===== src/rtl/regfile_wb_arbiter_if.sv =====
// Bundles the pipeline writeback, late-requester and register-file write signals.
interface regfile_wb_arbiter_if #(
    parameter int unsigned DATA_W = 32,
    parameter int unsigned ADDR_W = 5,
    parameter int unsigned DEPTH  = 2
);
    localparam int unsigned PendW = $clog2(DEPTH + 1);

    logic              p_valid;
    logic              p_ready;
    logic [1:0]        p_regdst;
    logic [ADDR_W-1:0] p_rt;
    logic [ADDR_W-1:0] p_rd;
    logic [DATA_W-1:0] p_data;
    logic              l_valid;
    logic              l_ready;
    logic [ADDR_W-1:0] l_dest;
    logic [DATA_W-1:0] l_data;
    logic [PendW-1:0]  l_pending;
    logic              l_killed;
    logic              rf_we;
    logic [ADDR_W-1:0] rf_waddr;
    logic [DATA_W-1:0] rf_wdata;

    // Requester side: pipeline, late units and the register file.
    modport master (
        output p_valid, p_regdst, p_rt, p_rd, p_data, l_valid, l_dest, l_data,
        input  p_ready, l_ready, l_pending, l_killed, rf_we, rf_waddr, rf_wdata
    );

    // Arbiter side.
    modport slave (
        input  p_valid, p_regdst, p_rt, p_rd, p_data, l_valid, l_dest, l_data,
        output p_ready, l_ready, l_pending, l_killed, rf_we, rf_waddr, rf_wdata
    );
endinterface


===== src/rtl/regfile_wb_arbiter.sv =====
// Register-file write-port arbiter: in-order pipeline writeback vs. a small FIFO of
// late-completing results, with starvation forcing and write-after-write cancellation.
module regfile_wb_arbiter #(
    parameter int unsigned DATA_W   = 32,
    parameter int unsigned ADDR_W   = 5,
    parameter int unsigned DEPTH    = 2,
    parameter int unsigned MAX_WAIT = 4,
    parameter int unsigned RA_ADDR  = 31
) (
    input logic                 clk,
    input logic                 rst,
    regfile_wb_arbiter_if.slave bus
);
    localparam int unsigned PtrW  = $clog2(DEPTH);
    localparam int unsigned CntW  = $clog2(MAX_WAIT + 1);
    localparam int unsigned PendW = $clog2(DEPTH + 1);

    localparam logic [0:0] StNormal = 1'b0;
    localparam logic [0:0] StForce  = 1'b1;

    logic [0:0]        state_q, state_d;
    logic [CntW-1:0]   wait_q, wait_d;
    logic [PtrW:0]     wr_ptr_q, rd_ptr_q;
    logic [DEPTH-1:0]  vld_q, vld_d;
    logic [ADDR_W-1:0] dest_q [DEPTH];
    logic [DATA_W-1:0] data_q [DEPTH];
    logic              killed_q, killed_d;
    logic              rf_we_q, rf_we_d;
    logic [ADDR_W-1:0] rf_waddr_q, rf_waddr_d;
    logic [DATA_W-1:0] rf_wdata_q, rf_wdata_d;

    logic [ADDR_W-1:0] pdest;
    logic [PtrW:0]     count;
    logic [PtrW-1:0]   rd_idx, wr_idx;
    logic              empty, full, push, pop, p_win, head_live;
    logic [DEPTH-1:0]  kill_vec;
    logic [PendW-1:0]  pend;

    assign count     = wr_ptr_q - rd_ptr_q;
    assign empty     = (count == '0);
    assign full      = (count == (PtrW + 1)'(DEPTH));
    assign rd_idx    = rd_ptr_q[PtrW-1:0];
    assign wr_idx    = wr_ptr_q[PtrW-1:0];
    assign push      = bus.l_valid && !full;
    assign head_live = !empty && vld_q[rd_idx];

    assign bus.p_ready   = (state_q == StNormal);
    assign bus.l_ready   = !full;
    assign bus.l_pending = pend;
    assign bus.l_killed  = killed_q;
    assign bus.rf_we     = rf_we_q;
    assign bus.rf_waddr  = rf_waddr_q;
    assign bus.rf_wdata  = rf_wdata_q;

    // Pipeline destination select; null requests (no write or $0) never claim the port.
    always_comb begin
        pdest = '0;
        unique case (bus.p_regdst)
            2'b00:   pdest = bus.p_rt;
            2'b01:   pdest = bus.p_rd;
            2'b10:   pdest = ADDR_W'(RA_ADDR);
            default: pdest = '0;
        endcase
        p_win = bus.p_valid && bus.p_ready && (bus.p_regdst != 2'b11) && (pdest != '0);
    end

    // Live-entry count for l_pending.
    always_comb begin
        pend = '0;
        for (int unsigned i = 0; i < DEPTH; i++) begin
            pend = pend + PendW'(vld_q[i]);
        end
    end

    // Arbitration, wait counting, kill detection and next write-port contents.
    always_comb begin
        state_d    = state_q;
        wait_d     = wait_q;
        pop        = 1'b0;
        kill_vec   = '0;
        rf_we_d    = 1'b0;
        rf_waddr_d = rf_waddr_q;
        rf_wdata_d = rf_wdata_q;
        if (state_q == StForce) begin
            // Forced slot lasts one cycle even if the head was cancelled meanwhile.
            pop     = !empty;
            wait_d  = '0;
            state_d = StNormal;
            if (head_live && dest_q[rd_idx] != '0) begin
                rf_we_d    = 1'b1;
                rf_waddr_d = dest_q[rd_idx];
                rf_wdata_d = data_q[rd_idx];
            end
        end else if (p_win) begin
            rf_we_d    = 1'b1;
            rf_waddr_d = pdest;
            rf_wdata_d = bus.p_data;
            for (int unsigned i = 0; i < DEPTH; i++) begin
                kill_vec[i] = vld_q[i] && (dest_q[i] == pdest);
            end
            if (head_live) begin
                if (wait_q == CntW'(MAX_WAIT - 1)) begin
                    state_d = StForce;
                end
                wait_d = wait_q + CntW'(1);
            end else if (!empty) begin
                // Cancelled head drains for free alongside the pipeline write.
                pop    = 1'b1;
                wait_d = '0;
            end
        end else if (!empty) begin
            pop    = 1'b1;
            wait_d = '0;
            if (head_live && dest_q[rd_idx] != '0) begin
                rf_we_d    = 1'b1;
                rf_waddr_d = dest_q[rd_idx];
                rf_wdata_d = data_q[rd_idx];
            end
        end
        killed_d = |kill_vec;
        // Kill and pop act on existing slots first; a same-cycle push is younger and survives.
        vld_d = vld_q & ~kill_vec;
        if (pop) begin
            vld_d[rd_idx] = 1'b0;
        end
        if (push) begin
            vld_d[wr_idx] = 1'b1;
        end
    end

    // Control state, pointers and registered write port.
    always_ff @(posedge clk) begin
        if (rst) begin
            state_q    <= StNormal;
            wait_q     <= '0;
            wr_ptr_q   <= '0;
            rd_ptr_q   <= '0;
            vld_q      <= '0;
            killed_q   <= 1'b0;
            rf_we_q    <= 1'b0;
            rf_waddr_q <= '0;
            rf_wdata_q <= '0;
        end else begin
            state_q    <= state_d;
            wait_q     <= wait_d;
            wr_ptr_q   <= push ? wr_ptr_q + 1'b1 : wr_ptr_q;
            rd_ptr_q   <= pop ? rd_ptr_q + 1'b1 : rd_ptr_q;
            vld_q      <= vld_d;
            killed_q   <= killed_d;
            rf_we_q    <= rf_we_d;
            rf_waddr_q <= rf_waddr_d;
            rf_wdata_q <= rf_wdata_d;
        end
    end

    // FIFO payload storage; validity is tracked separately so no reset is needed here.
    always_ff @(posedge clk) begin
        if (push) begin
            dest_q[wr_idx] <= bus.l_dest;
            data_q[wr_idx] <= bus.l_data;
        end
    end
endmodule


===== src/flat_wrapper.sv =====
// flat-port wrapper written by rule: the top's interface ports become plain ports
module regfile_wb_arbiter_flat 
#(
    parameter int unsigned DATA_W   = 32,
    parameter int unsigned ADDR_W   = 5,
    parameter int unsigned DEPTH    = 2,
    parameter int unsigned MAX_WAIT = 4,
    parameter int unsigned RA_ADDR  = 31
)
  (clk, rst, bus_p_valid, bus_p_regdst, bus_p_rt, bus_p_rd, bus_p_data, bus_l_valid, bus_l_dest, bus_l_data, bus_p_ready, bus_l_ready, bus_l_pending, bus_l_killed, bus_rf_we, bus_rf_waddr, bus_rf_wdata);
  regfile_wb_arbiter_if #(.DATA_W(DATA_W), .ADDR_W(ADDR_W), .DEPTH(DEPTH)) bus_i ();
  input logic clk;
  input logic rst;
  input wire logic [$bits(bus_i.p_valid)-1:0] bus_p_valid;
  input wire logic [$bits(bus_i.p_regdst)-1:0] bus_p_regdst;
  input wire logic [$bits(bus_i.p_rt)-1:0] bus_p_rt;
  input wire logic [$bits(bus_i.p_rd)-1:0] bus_p_rd;
  input wire logic [$bits(bus_i.p_data)-1:0] bus_p_data;
  input wire logic [$bits(bus_i.l_valid)-1:0] bus_l_valid;
  input wire logic [$bits(bus_i.l_dest)-1:0] bus_l_dest;
  input wire logic [$bits(bus_i.l_data)-1:0] bus_l_data;
  output wire logic [$bits(bus_i.p_ready)-1:0] bus_p_ready;
  output wire logic [$bits(bus_i.l_ready)-1:0] bus_l_ready;
  output wire logic [$bits(bus_i.l_pending)-1:0] bus_l_pending;
  output wire logic [$bits(bus_i.l_killed)-1:0] bus_l_killed;
  output wire logic [$bits(bus_i.rf_we)-1:0] bus_rf_we;
  output wire logic [$bits(bus_i.rf_waddr)-1:0] bus_rf_waddr;
  output wire logic [$bits(bus_i.rf_wdata)-1:0] bus_rf_wdata;
  assign bus_i.p_valid = bus_p_valid;
  assign bus_i.p_regdst = bus_p_regdst;
  assign bus_i.p_rt = bus_p_rt;
  assign bus_i.p_rd = bus_p_rd;
  assign bus_i.p_data = bus_p_data;
  assign bus_i.l_valid = bus_l_valid;
  assign bus_i.l_dest = bus_l_dest;
  assign bus_i.l_data = bus_l_data;
  assign bus_p_ready = bus_i.p_ready;
  assign bus_l_ready = bus_i.l_ready;
  assign bus_l_pending = bus_i.l_pending;
  assign bus_l_killed = bus_i.l_killed;
  assign bus_rf_we = bus_i.rf_we;
  assign bus_rf_waddr = bus_i.rf_waddr;
  assign bus_rf_wdata = bus_i.rf_wdata;
  regfile_wb_arbiter #(.DATA_W(DATA_W), .ADDR_W(ADDR_W), .DEPTH(DEPTH), .MAX_WAIT(MAX_WAIT), .RA_ADDR(RA_ADDR)) u_core (.clk(clk), .rst(rst), .bus(bus_i));
endmodule

===== config.mk =====
export PLATFORM = sky130hd
export DESIGN_NAME = regfile_wb_arbiter_flat
export DESIGN_NICKNAME = d
export VERILOG_FILES = /design/src/rtl/regfile_wb_arbiter_if.sv /design/src/rtl/regfile_wb_arbiter.sv /design/src/flat_wrapper.sv
export SDC_FILE = /design/constraint.sdc
export NUM_CORES = 1
export LEC_CHECK = 0
export CAP_MARGIN = 10
export CORE_MARGIN = 5
export CORE_UTILIZATION = 53
export DETAILED_ROUTE_END_ITERATION = 10
export PLACE_DENSITY_LB_ADDON = 0.2
export SYNTH_ARGS = -nofsm -noshare
export SYNTH_HDL_FRONTEND = slang
export SYNTH_SLANG_ARGS = --single-unit
export TNS_END_PERCENT = 50

===== constraint.sdc =====
create_clock -name clk -period 6.25 [get_ports clk]
set_input_delay 0.9375 -clock clk [delete_from_list [all_inputs] [get_ports clk]]
set_output_delay 0.9375 -clock clk [all_outputs]
set_load 0.02 [all_outputs]

---- Word level (Yosys, flattened, before mapping) ----
Memories as Yosys holds them, arrays and structs flattened. A register that Yosys moved wholly into a read port is not among the register bits.
Cells that the tools add are included.
operators by class
  reductions and logical operators ........ 19
  bitwise logic cells ..................... 8
  eq/ne operators ......................... 8
  multiplexer cells ....................... 37
  order comparisons ....................... 4
  add/subtract/negate cells ............... 5
operators with widths
  kind                                                   count
  2-to-1 mux 32 bit                                      4
  2-to-1 mux 5 bit                                       4
  2-to-1 mux 1 bit                                       19
  one-hot mux 5 bit (3 select lines)                     1
  equality test 5 bit                                    2
  logical AND 1 bit                                      10
  nonzero test 5 bit                                     2
  2-to-1 mux 3 bit                                       3
  2-to-1 mux 2 bit                                       4
  adder 2 x 1 -> 2 bit, second input constant            2
  AND 2 bit                                              2
  equality test 2 bit, second input constant             2
  zero test 2 bit                                        2
  < comparator 1 x 2 -> 1 bit, second input constant     2
  inverter 2 bit                                         2
  OR reduction 2 bit                                     2
  OR reduction 4 bit                                     1
  adder 3 x 1 -> 3 bit, second input constant            1
  equality test 3 x 2 -> 1 bit, second input constant    1
  inequality test 3 x 2 -> 1 bit, second input constant  1
  inverter 1 bit                                         3
  adder 1 x 1 -> 2 bit                                   1
  demux 1 bit (select 1 bit)                             2
  equality test 2 x 1 -> 1 bit, second input constant    1
  5 further kinds                                        7
storage, ports and cells
  input bits .............................. 85
  logic and storage cells ................. 92
  memories ................................ 2
  register bits ........................... 49
  bits in writable memories ............... 74
  output and inout bits ................... 43
memory list
  name           depth  bits a word  rd ports  clocked after memory_dff  write ports  RTL line                  text
  u_core.data_q  2      32           1         1                         1            regfile_wb_arbiter.sv:26  logic [DATA_W-1:0] data_q [DEPTH];
  u_core.dest_q  2      5            3         1                         1            regfile_wb_arbiter.sv:25  logic [ADDR_W-1:0] dest_q [DEPTH];

---- Depth between registers and ports, before layout ----
  depth in word-level cells ............... 12
  mapped depth ............................ 10
  mapped depth without buffers ............ 6

---- Least setup slack after synthesis ----
Ideal clock, no wire load.
  path kind ............................... reg2reg
  from .................................... reg u_core.wr_ptr_q[0]
  to ...................................... mem u_core.data_q[0][0] (enable)
  path buffers ............................ 1
  arrival time ............................ 2613 ps
  period minus slack after synthesis ...... 3046 ps
  cell stages (with the launch flop) ...... 6
  path slack .............................. 3204 ps
  data required time ...................... 5817 ps
  library setup time ...................... 433 ps
  cells stage by stage .................... dfxtp_1 clkbuf_1 xnor2_1 nand2_1 nand2_1 nor2_1
between the ends
  cells in the longest elaborated chain, start to end .. 6
RTL lines
  item                                    RTL line                   text
  from (decl)                             regfile_wb_arbiter.sv:23   logic [PtrW:0] wr_ptr_q, rd_ptr_q;
  from (signal assigned)                  regfile_wb_arbiter.sv:146  wr_ptr_q <= push ? wr_ptr_q + 1'b1 : wr_ptr_q;
  subtractor 2 bit                        regfile_wb_arbiter.sv:39   assign count = wr_ptr_q - rd_ptr_q;
  equality test 2 bit                     regfile_wb_arbiter.sv:41   assign full = (count == (PtrW + 1)'(DEPTH));
  zero test 1 bit                         -
  named net bus_l_ready                   flat_wrapper.sv:23         output wire logic [$bits(bus_i.l_ready)-1:0] bus_l_ready;
  logical AND 1 bit                       regfile_wb_arbiter.sv:44   assign push = bus.l_valid && !full;
  2-to-1 mux 1 bit                        regfile_wb_arbiter.sv:158  if (push) begin
  2-to-1 mux 1 bit (not written as such)  regfile_wb_arbiter.sv:160  data_q[wr_idx] <= bus.l_data;
  to (decl)                               regfile_wb_arbiter.sv:26
The timed path passes the listed nets, and every way through them passes these cells.

---- Final worst setup path ----
  from .................................... in bus_p_regdst[1]
  to ...................................... reg u_core.rf_wdata_q[6] (netlist: u_core.bus.rf_wdata[6])
between the ends
  cells in the longest elaborated chain, start to end .. 6
  elaborated cells on any way between the ends .. 11
  those cells by class .................... 4 x eq/ne; 3 x mux; 4 x reduce/logical
RTL lines
  item                                               RTL line                   text
  from (decl)                                        flat_wrapper.sv:15         input wire logic [$bits(bus_i.p_regdst)-1:0] bus_p_regdst;
  equality test 2 bit, or another cell as far along  regfile_wb_arbiter.sv:58   unique case (bus.p_regdst)
  one-hot mux 5 bit (3 select lines)                 regfile_wb_arbiter.sv:58
  nonzero test 5 bit                                 regfile_wb_arbiter.sv:64   p_win = bus.p_valid && bus.p_ready && (bus.p_regdst != 2'b11) && (pdest != '0);
  logical AND 1 bit *                                regfile_wb_arbiter.sv:64
  2-to-1 mux 32 bit                                  regfile_wb_arbiter.sv:94   end else if (p_win) begin
  2-to-1 mux 32 bit                                  regfile_wb_arbiter.sv:84   if (state_q == StForce) begin
  to (signal assigned)                               regfile_wb_arbiter.sv:152  rf_wdata_q <= rf_wdata_d;
  to (decl)                                          regfile_wb_arbiter.sv:30   logic [DATA_W-1:0] rf_wdata_q, rf_wdata_d;
Every way passes the cells marked *; elsewhere a longest branch is shown, timed or not.
A chain may end at the register's enable or synchronous reset.

==> results.tsv <==
metric	value	unit
status	finished clean	
path_max_fanout	19	
num_rows	36	
detailedPlacementHpwl	8330	um
synth_edf_count	74	
hold_depth	1	
antenna_found_initial	0	
synth_fp_nets	547	
crit_path_start_kind	input port	
clk_pin_slew	60	ps
max-vdd-ir-drop	216	uV
post-cts-setup-buffers	0	
rsz0062_at_grt	no	
clk_latency	500	ps
wl_per_cell	17.2	um
min_path_type	register to register	
setup-tns-final	0	ps
fmax	325	MHz
multiInputGateArea	1920	sq um
r2r_slack	3240	ps
drt_iter0_drc	227	
die_area	12200	sq um
dr.pass1.iters	5	
initial_core_util	54.3	%
fin_cells	724	
drive_above_1_share	12.4	%
min_period_over_period	49.2	%
fin_skew	9.56	ps
clock-sinks	124	
ys_seq_area_share	60.4	%
period_needed	3080	ps
cts_root_buffer	clkbuf_8	
ys_ff_latch	124	
pre_cts_ws	2730	ps
cts.repair.resized	0	
setup_slack	3170	ps
grt_pass1_wl	19600	um
ys_warn_count	0	
synth_ff_type	edfxtp_1	
cts_buffers	17	
path_class	input port to register	
drt-total-wl	12500	um
grt_max_degree	77	
grt.overflow.total	0	
slew_viol_final	0	
synth.distinct_cells	42	
power	2.90	mW
htree_levels	4	
place_area	6650	sq um
antenna_left	0	
cp.required	6640	ps
clock_path_buffers	2	
cts_tree	yes	
die_h	110	um
post-route-util	73.8	%
hold-worst-slack	512	ps
nNetsFinal	666	
grt_usage	21.3	%
vias_per_cell	5.47	
diodes	0	
async_reset_ff_share	0	%
max_slew.worst_pin.slew	1060	ps
netlist_instances	459	
cp.arrival	3460	ps
syn_area	5340	sq um
slew_headroom	29.2	%
cap_violations	0	
reg2regPathDepth	6	
n_fill_cell	682	
core_area	9820	sq um
hold_viol_final	0	
avgSynthCellArea	11.6	sq um
seqCellArea	3230	sq um
setup_viol	0	
grt_pass1_vias	4042	
place_inst	692	
ios	128	
gp_congestion	0.828	
power.static_leakage	2.46	nW
port_buffers	127	
drc	0	
dr_total_vias	3957	
postCtsHoldBufs	0	
p_per_area	400	nW/um^2
area_growth	35.8	%
finalInstanceArea	7250	sq um
die_x	110	um
endpoint_kind	register	
==> worst paths after layout <==
check / end / from
max: u_core.bus.rf_wdata[6] / bus_p_regdst[1]
min: u_core.wait_q[1] / u_core.state_q
max reg2reg: u_core.bus.rf_wdata[6] / register
min reg2reg: u_core.wait_q[1] / u_core.state_q
==> flip-flops by register name, summed over array words and instances, names as in the netlist, 2 cells and up, named ones only <==
register             flops
u_core.bus.rf_wdata     32
u_core.wait_q            3
u_core.rd_ptr_q          2
u_core.data_q           64
u_core.wr_ptr_q          2
u_core.bus.rf_waddr      5
u_core.dest_q           10
u_core.vld_q             2
==> layer usage <==
metal	part of all wire [%]	global-route usage, %
met5	0	0
met2	50	34.6
met1	42	27.2
met3	6.8	6.93
met4	0.68	6.77
==> layout make-up <==
cell class | count | share of cell area [%]
Multi-Input combinational cell | 295 | 26.6
Inverter | 9 | 0.466
Sequential cell | 124 | 44.5
Timing Repair Buffer | 131 | 18.0
Clock buffer | 17 | 5.71
Tap cell | 133 | 2.30
Clock inverter | 15 | 2.49
==> layout by cell type, fill, tap and decap left out, types with 4 or more instances in the layout <==
| cell | netlist | layout |
|---|---|---|
| clkdlybuf4s50_1 | 0 | 127 |
| edfxtp_1 | 74 | 74 |
| nor2_1 | 52 | 50 |
| dfxtp_1 | 50 | 49 |
| nand2_1 | 47 | 47 |
| nor2b_1 | 36 | 36 |
| o31ai_1 | 36 | 36 |
| a211oi_2 | 30 | 30 |
| clkbuf_16 | 0 | 16 |
| nor3_1 | 15 | 15 |
| a21oi_1 | 10 | 10 |
| inv_1 | 9 | 8 |
| xnor2_1 | 7 | 7 |
| o21ai_0 | 6 | 6 |
| xor2_1 | 5 | 5 |
| mux2i_1 | 5 | 5 |
| clkinv_4 | 0 | 5 |
| nor4_1 | 4 | 4 |
| nand2b_1 | 4 | 4 |
| a211oi_1 | 4 | 4 |
| inv_6 | 0 | 4 |
| buf_4 | 3 | 4 |
==> logic make-up after synthesis <==
kind of cell	count (synthesis)	share of synthesized area (%)
compound gates	102	16.6
xor+xnor	12	1.97
mux	7	1.36
buf+inv	40	3.82
flops	124	60.4
fa+ha+maj	3	0.703
simple gates	171	15.1
==> synth_stat cells (3+ instances only) <==
| library cell | instances | share of area, % |
|---|---|---|
| a211oi_1 | 4 | 0.56 |
| a211oi_2 | 30 | 7.0 |
| a21oi_1 | 10 | 0.94 |
| buf_2 | 10 | 0.94 |
| buf_4 | 3 | 0.42 |
| buf_6 | 4 | 0.84 |
| clkbuf_1 | 14 | 0.98 |
| dfxtp_1 | 50 | 19 |
| edfxtp_1 | 74 | 42 |
| ha_1 | 3 | 0.70 |
| inv_1 | 9 | 0.63 |
| mux2i_1 | 5 | 0.94 |
| nand2_1 | 47 | 3.3 |
| nand2b_1 | 4 | 0.47 |
| nor2_1 | 52 | 3.7 |
| nor2b_1 | 36 | 4.2 |
| nor3_1 | 15 | 1.4 |
| nor4_1 | 4 | 0.47 |
| o21ai_0 | 6 | 0.56 |
| o221ai_1 | 3 | 0.49 |
| o31ai_1 | 36 | 5.1 |
| xnor2_1 | 7 | 1.1 |
| xor2_1 | 5 | 0.82 |
==> critical path, stage by stage <==
cell             delay, ps
clkdlybuf4s50_1        630
nor4_1                 360
nand2_1                 80
and3_1                 300
or2_1                  480
buf_4                  320
o31ai_1                330
==> where the power goes <==
part	switching, mW	internal, mW
clock network	0.386	0.583
registers	0.151	1.05
logic	0.413	0.323
(Power assumes the default switching activity.)
